## config.mk

```make
export PLATFORM = sky130hd
export DESIGN_NAME = mem_arbiter
export DESIGN_NICKNAME = d
export VERILOG_FILES = /design/src/rtl/mem_arb_pkg.sv /design/src/rtl/mem_arb_rr_pick.sv /design/src/rtl/mem_arbiter.sv
export SDC_FILE = /design/constraint.sdc
export NUM_CORES = 1
export LEC_CHECK = 0
export BUFFER_PORTS_ARGS = -buffer_cell sky130_fd_sc_hd__buf_2
export CORE_AREA = 2 2 119 121
export CTS_BUF_LIST = sky130_fd_sc_hd__clkbuf_2 sky130_fd_sc_hd__clkbuf_4 sky130_fd_sc_hd__clkbuf_8
export CTS_CLUSTER_DIAMETER = 30
export DETAILED_ROUTE_END_ITERATION = 16
export DIE_AREA = 0 0 121 123
export SYNTH_ARGS = -nofsm -noshare
export SYNTH_HDL_FRONTEND = slang
export SYNTH_SLANG_ARGS = --single-unit
```

## constraint.sdc

```tcl
create_clock -name clk -period 5.35 [get_ports clk]
set_clock_uncertainty 0.15 [all_clocks]
set_input_delay 0.535 -clock clk [delete_from_list [all_inputs] [get_ports clk]]
set_output_delay 0.535 -clock clk [all_outputs]
set_load 0.1 [all_outputs]
```

## src/rtl/mem_arb_pkg.sv

```systemverilog
// mem_arb_pkg: shared defaults, FSM state encoding and helpers for mem_arbiter
package mem_arb_pkg;
    localparam int NUM_REQ_DEF = 4;
    localparam int ADDR_W_DEF = 11;
    localparam int DATA_W_DEF = 32;

    typedef enum logic {
        ARB = 1'b0,
        LOCK = 1'b1
    } arb_state_t;

    function automatic int ptr_w(input int n);
        return (n > 1) ? $clog2(n) : 1;
    endfunction
endpackage

```

## src/rtl/mem_arb_rr_pick.sv

```systemverilog
// mem_arb_rr_pick: combinational round-robin pick of the first requester at or after rr_ptr
//   req    : per-requester request vector
//   rr_ptr : index with highest priority this cycle
//   gnt    : one-hot grant, zero when req is zero
module mem_arb_rr_pick import mem_arb_pkg::*; #(
    parameter int NUM_REQ = NUM_REQ_DEF,
    parameter int PTR_W = ptr_w(NUM_REQ)
) (
    input  logic [NUM_REQ-1:0] req,
    input  logic [PTR_W-1:0]   rr_ptr,
    output logic [NUM_REQ-1:0] gnt
);
    logic [NUM_REQ-1:0] hi;
    logic [NUM_REQ-1:0] sel;

    // Requests at or above the pointer win first; otherwise wrap to the lowest index.
    // x & -x isolates the lowest set bit.
    always_comb begin
        hi = req & ({NUM_REQ{1'b1}} << rr_ptr);
        sel = (|hi) ? hi : req;
        gnt = sel & (~sel + NUM_REQ'(1));
    end
endmodule

```

## src/rtl/mem_arbiter.sv

```systemverilog
// mem_arbiter: round-robin arbiter sharing one registered memory port among NUM_REQ requesters
//   clk, reset                  : clock, synchronous active-high reset
//   req, we, lock               : per-requester request, write select, bus-retention request
//   addr, wdata                 : packed per-requester address / write data (slice k = requester k)
//   gnt                         : combinational one-hot grant (handshake = req & gnt)
//   rvalid, rdata               : per-requester read-return strobe, shared read data
//   m_adrs, m_wdata, m_w_en, m_r_en : registered memory command
//   m_rdata, m_r_valid          : memory read return (two cycles after the handshake)
// Build option: define MEM_ARB_LOCK_EN to enable lock/LOCK-state bus retention.
module mem_arbiter import mem_arb_pkg::*; #(
    parameter int NUM_REQ = NUM_REQ_DEF,
    parameter int ADDR_W = ADDR_W_DEF,
    parameter int DATA_W = DATA_W_DEF
) (
    input  logic                      clk,
    input  logic                      reset,
    input  logic [NUM_REQ-1:0]        req,
    input  logic [NUM_REQ-1:0]        we,
    input  logic [NUM_REQ-1:0]        lock,
    input  logic [NUM_REQ*ADDR_W-1:0] addr,
    input  logic [NUM_REQ*DATA_W-1:0] wdata,
    output logic [NUM_REQ-1:0]        gnt,
    output logic [NUM_REQ-1:0]        rvalid,
    output logic [DATA_W-1:0]         rdata,
    output logic [ADDR_W-1:0]         m_adrs,
    output logic [DATA_W-1:0]         m_wdata,
    output logic                      m_w_en,
    output logic                      m_r_en,
    input  logic [DATA_W-1:0]         m_rdata,
    input  logic                      m_r_valid
);
    localparam int PTR_W = ptr_w(NUM_REQ);

    logic [PTR_W-1:0]   rr_ptr;
    logic [PTR_W-1:0]   win;
    logic [NUM_REQ-1:0] req_eff;
    logic [NUM_REQ-1:0] pick;
    logic               hs;
    logic               win_we;
    logic [ADDR_W-1:0]  win_adrs;
    logic [DATA_W-1:0]  win_wdata;
    logic               id1_v;
    logic               id2_v;
    logic [PTR_W-1:0]   id1;
    logic [PTR_W-1:0]   id2;

`ifdef MEM_ARB_LOCK_EN
    arb_state_t       state;
    arb_state_t       state_nx;
    logic [PTR_W-1:0] owner;
    logic [PTR_W-1:0] owner_nx;
    logic             win_lock;

    always_ff @(posedge clk) begin
        if (reset) begin
            state <= ARB;
            owner <= '0;
        end else begin
            state <= state_nx;
            owner <= owner_nx;
        end
    end

    // Any handshake re-decides retention from the winner's lock bit; in LOCK only
    // the owner can win, so its lock=0 handshake is what returns to ARB.
    always_comb begin
        state_nx = state;
        owner_nx = owner;
        win_lock = |(gnt & lock);
        if (hs) begin
            state_nx = win_lock ? LOCK : ARB;
            owner_nx = win_lock ? win : owner;
        end
    end

    assign req_eff = (state == LOCK) ? (req & (NUM_REQ'(1) << owner)) : req;
`else
    logic unused_lock;
    assign unused_lock = ^lock;
    assign req_eff = req;
`endif

    mem_arb_rr_pick #(
        .NUM_REQ(NUM_REQ),
        .PTR_W(PTR_W)
    ) u_pick (
        .req(req_eff),
        .rr_ptr(rr_ptr),
        .gnt(pick)
    );

    assign gnt = reset ? '0 : pick;

    always_comb begin
        hs = |gnt;
        win = '0;
        win_we = 1'b0;
        win_adrs = '0;
        win_wdata = '0;
        for (int k = 0; k < NUM_REQ; k++) begin
            if (gnt[k]) begin
                win = PTR_W'(k);
                win_we = we[k];
                win_adrs = addr[k*ADDR_W +: ADDR_W];
                win_wdata = wdata[k*DATA_W +: DATA_W];
            end
        end
    end

    // id1/id2 track which requester owns the read returning two cycles later.
    always_ff @(posedge clk) begin
        if (reset) begin
            rr_ptr <= '0;
            m_w_en <= 1'b0;
            m_r_en <= 1'b0;
            m_adrs <= '0;
            m_wdata <= '0;
            id1_v <= 1'b0;
            id2_v <= 1'b0;
            id1 <= '0;
            id2 <= '0;
        end else begin
            m_w_en <= hs & win_we;
            m_r_en <= hs & ~win_we;
            id1_v <= hs & ~win_we;
            id1 <= win;
            id2_v <= id1_v;
            id2 <= id1;
            if (hs) begin
                rr_ptr <= (win == PTR_W'(NUM_REQ - 1)) ? '0 : win + PTR_W'(1);
                m_adrs <= win_adrs;
                m_wdata <= win_wdata;
            end
        end
    end

    assign rvalid = (!reset && id2_v && m_r_valid) ? (NUM_REQ'(1) << id2) : '0;
    assign rdata = m_rdata;
endmodule

```

* Word-level counts from Yosys, hierarchy flattened
Index checks and enable logic that the tools add are counted.
** Word-level totals
- Bits in registers :: 52
- Input bits :: 219
- Logic and storage cells :: 43
** Cells by class
- Add/sub/neg operators :: 2
- Equal/unequal tests :: 1
- Shifts and indexed selects :: 2
- Multiplexer cells :: 19
- Bitwise logic cells :: 6
- Reduce and logical (&&, ||, !) cells :: 5
** Operator list (number)
- $mux 32 :: 4
- $mux 11 :: 4
- $mux 4 :: 3
- $and 4x4->4 :: 2
- $reduce_or 4->1 :: 2
- $mux 2 :: 3
- $mux 1 :: 5
- $add 4x1->4 const B :: 1
- $not 4->4 :: 1
- $shl 1x2->4 const A :: 1
- $shl 4x2->4 const A :: 1
- $add 2x1->2 const B :: 1
- $and 1x1->1 :: 2
- $eq 2x2->1 const B :: 1
- $logic_and 1x1->1 :: 2
- $logic_not 1->1 :: 1
- $not 1->1 :: 1

* Logic depth before layout (Yosys ltp)
- Word-level depth :: 14
- Mapped depth :: 8
- Gate-level depth less buffers :: 6

* By module
From an unflattened synthesis, not the netlist that was laid out.
** Second synthesis, totals
- Cell total of the unflattened synthesis :: 391
- Area, all modules :: 3440.8 um2
** By module, submodules not included
- mem_arbiter :: instances 1, cells an instance 375, area each 3333.2 um2, seq. area each 1041.0 um2
- mem_arb_rr_pick :: instances 1, cells an instance 16, area each 107.6 um2, seq. area each 0.0 um2

* Least setup slack after synthesis
No wires, ideal clock.
- Path type :: input-to-output
- Start point :: input port req[2]
- End point :: output port gnt[2]
- Arrival :: 3828 ps
- Required time :: 4665 ps
- Setup slack :: 837 ps
- Stages on the path :: 7
- Buffers on the path :: 3
- Path through :: buf_4 nand2b_1 a211o_1 a21o_1 buf_2 buf_2 a311oi_1
** On the way
- Cells in the longest elaborated chain, start to end :: 7
** Ends and longest elaborated chain
- start: declaration :: line mem_arbiter.sv:17 : input logic [NUM_REQ-1:0] req,
- $and 4x4->4 :: line mem_arb_rr_pick.sv:19 : hi = req & ({NUM_REQ{1'b1}} << rr_ptr);
- $reduce_or 4->1 :: line mem_arb_rr_pick.sv:20 : sel = (|hi) ? hi : req;
- $mux 4 * :: line mem_arb_rr_pick.sv:20
- $not 4->4 :: line mem_arb_rr_pick.sv:21 : gnt = sel & (~sel + NUM_REQ'(1));
- $add 4x1->4 :: line mem_arb_rr_pick.sv:21
- $and 4x4->4 * :: line mem_arb_rr_pick.sv:21
- $mux 4 * :: line mem_arbiter.sv:92 : assign gnt = reset ? '0 : pick;
- end: declaration :: line mem_arbiter.sv:22 : output logic [NUM_REQ-1:0] gnt,
Every way passes the cells marked *; elsewhere a longest branch is shown, timed or not.

* Worst setup path in the final report
Ends and elaborated chain as after synthesis.

==> load_flow_metrics.sql <==
INSERT INTO impl_metrics (metric_group, metric, value, unit) VALUES
('run_status', 'outcome', 'completed', ''),
('global_routing', 'gr-usage-all-layers', '0.203', ''),
('global_routing', 'grt_max_degree', '48', ''),
('timing', 'worst_pin_slew', '1.03', 'ns'),
('clock_tree', 'tritoncts', 'yes', ''),
('yosys', 'synth.area.top_cells', 'dfxtp_1, a21oi_1, o41ai_1, nand2b_1, buf_4', ''),
('clock_tree', 'clk_sinks', '52', ''),
('timing', 'fin_worst_setup_slack', '1.88', 'ns'),
('timing', 'post-route-period-util', '0.648', ''),
('timing', 'hold_viol_final', '0', ''),
('setup_path', 'startpoint_type', 'primary input', ''),
('die', 'design.portCount', '304', ''),
('yosys', 'leading_area_contributor_after_synthesis', 'dfxtp_1', ''),
('yosys', 'synth.yosys.seq_area_share', '0.270', ''),
('layout', 'finalNetCount', '966', ''),
('route', 'drt_iter0_markers', '324', ''),
('die', 'die_w', '121', 'µm'),
('die', 'initial_core_util', '0.283', ''),
('setup_path', 'r2r_slack', '2.66', 'ns'),
('global_routing', 'grt_pass1_vias', '4650', ''),
('yosys', 'postSynthNetCount', '800', ''),
('pwr', 'power-per-cell-area', '312', 'mW/mm²'),
('placement', 'routabilityCongestion', '0.781', ''),
('route', 'ant_nets', '0', ''),
('yosys', 'synthesis.yosys.warnings', '0', ''),
('yosys', 'yosys_most_used_dff', 'dfxtp_1', ''),
('setup_path', 'critical_setup_path_kind', 'primary input to primary output', ''),
('timing', 'finalSetupTns', '0', 'ns'),
('clock_tree', 'clk_pin_slew_worst_paths', '0.10', 'ns'),
('setup_path', 'cpMostUsedCell', 'buf_2', ''),
('timing', 'final_period_minus_worst_setup_slack', '3.47', 'ns'),
('global_routing', 'grt_pass1_wl', '23900', 'µm'),
('route', 'drc', '0', ''),
('setup_path', 'crit_path_top_delay_cell', 'a21o_2', ''),
('route', 'overall_via_count_from_detail_route', '4751', ''),
('placement', 'hpwlAfterDp', '10300', 'µm'),
('timing', 'max_slew_margin', '0.314', ''),
('setup_path', 'setup.worst_path.end_class', 'primary output', ''),
('layout', 'drive_gt1_frac', '0.346', ''),
('clock_tree', 'hold_buffers', '0', ''),
('route', 'avgRoutedWirePerCell', '16.8', 'µm'),
('timing', 'hold_slack', '0.297', 'ns'),
('die', 'die_area', '0.0149', 'mm²'),
('setup_path', 'crit_fanout', '45', ''),
('setup_path', 'cp_cell_sequence', 'buf_2 > nand2b_1 > a211o_1 > a21o_2 > a311oi_1 > buf_2', ''),
('route', 'routed_wirelength', '15600', 'µm'),
('yosys', 'synth-edff-count', '0', ''),
('layout', 'antenna_cells_inserted', '0', ''),
('clock_tree', 'worstSkewPairLatency', '0.32', 'ns'),
('setup_path', 'critPathMaxStageDelay', '0.54', 'ns'),
('timing', 'rsz_0062_raised_after_global_routing', 'false', ''),
('clock_tree', 'htree_levels', '2', ''),
('min_path', 'min-delay-path-class', 'register to register', ''),
('pwr', 'fin_total_pwr', '1560', 'µW'),
('setup_path', 'cp.required', '4.66', 'ns'),
('yosys', 'postSynthAreaPerCell', '6.62', 'µm²'),
('clock_tree', 'clock_path_buffers', '2', ''),
('yosys', 'synth.ff_latch_count', '52', ''),
('pwr', 'ir_drop', '0.186', 'mV'),
('layout', 'multi_input_area', '0.00222', 'mm²'),
('clock_tree', 'ctsResizeCount', '0', ''),
('timing', 'fmax', '0.288', 'GHz'),
('setup_path', 'crit_arrival', '2.78', 'ns'),
('layout', 'flow.area_growth_from_synthesis', '29.7', '%'),
('pwr', 'p_leak', '0.00246', 'µW'),
('yosys', 'synth.cell_area', '0.00385', 'mm²'),
('die', 'die_y', '123', 'µm'),
('route', 'vias_per_cell', '5.12', ''),
('layout', 'fillerInstances', '1513', ''),
('yosys', 'synth_async_sr_flop_share', '0', ''),
('clock_tree', 'post-cts-setup-buffers', '0', '');
==> final timing paths <==
kind,from,to,depth (start not counted)
worst min-delay path,id1[0]$_SDFF_PP0_,id2[0]$_SDFF_PP0_,1
worst max register to register,rr_ptr[1]$_SDFFE_PP0P_,m_wdata[8]$_SDFFE_PP0P_,6
worst min register to register,id1[0]$_SDFF_PP0_,id2[0]$_SDFF_PP0_,1
worst max-delay path,req[2],gnt[2],6
==> logic make-up after synthesis <==
logic type             Yosys count  synth area share
AOI/OAI and AO/OA              230             0.359
and+or+nand+nor                171             0.207
buffers and inverters          128             0.164
DFF                             52             0.270
==> synthesized netlist by cell type (2+ instances only) <==
cell      count
nand2_1      54
o211ai_1      3
buf_1         5
clkbuf_1     30
a21boi_0      2
buf_2        13
nand3_1       3
a21oi_1     125
o211a_1       2
o21ai_0      42
nor2_1       55
buf_4        34
nor4_1        3
nor2b_1       7
o41ai_1      40
dfxtp_1      52
nor3_1        3
inv_1        45
nand2b_1     41
a22o_1        3
a31oi_1       2
==> layer usage <==
metal / track usage / up-vias / part of all wire
met3: 0.0480 / 36 / 0.070
met1: 0.264 / 2212 / 0.45
met2: 0.328 / 191 / 0.46
met5: 0 / - / 0
li1: - / 2312 / -
met4: 0.0741 / 0 / 0.025
==> stage by stage <==
step	cells	cell area, µm²	utilization
finish	928	4990	0.367
global route	928	4990	0.367
CTS	928	4990	0.367
detailed placement	920	4880	0.359
global placement	920	4880	0.359
floorplan	581	3850	-
==> registers in the layout (all words and copies together), names as in the netlist <==
register	count
id1	2
m_wdata	32
id2	2
m_adrs	11
rr_ptr	2
m_w_en	1
id1_v	1
id2_v	1
==> layout make-up <==
type,count,share of cell area
clock buffers,6,0.0153
repair buffers,242,0.246
inverters,45,0.0338
multi-input cells,401,0.444
well taps,180,0.0451
clock inverters,2,0.00702
flip-flops and latches,52,0.209
==> critical path, delay by kind of cell <==
kind	cells	cell delay, ns
simple gates	1	0.14
compound gates	3	1.21
buf+inv	2	0.88
==> where the power goes <==
group	switching, µW	total [µW]	internal, µW
Clock	148	292	144
Sequential	31.2	475	444
Combinational	619	791	172
Total	798	1560	760
==> placed cells by master, fill, tap and decap left out, types with 2 or more instances in the layout <==
cell type  count
a21boi_0       2
a21oi_1      125
a22o_1         3
a31oi_1        2
buf_2        235
buf_4          7
clkbuf_8       5
dfxtp_1       52
inv_1         45
nand2_1       52
nand2_2        2
nand2b_1      41
nand3_1        3
nor2_1        55
nor2b_1        7
nor3_1         3
nor4_1         3
o211a_1        2
o211ai_1       3
o21ai_0       42
o41ai_1       40
(Power assumes the default switching activity.)
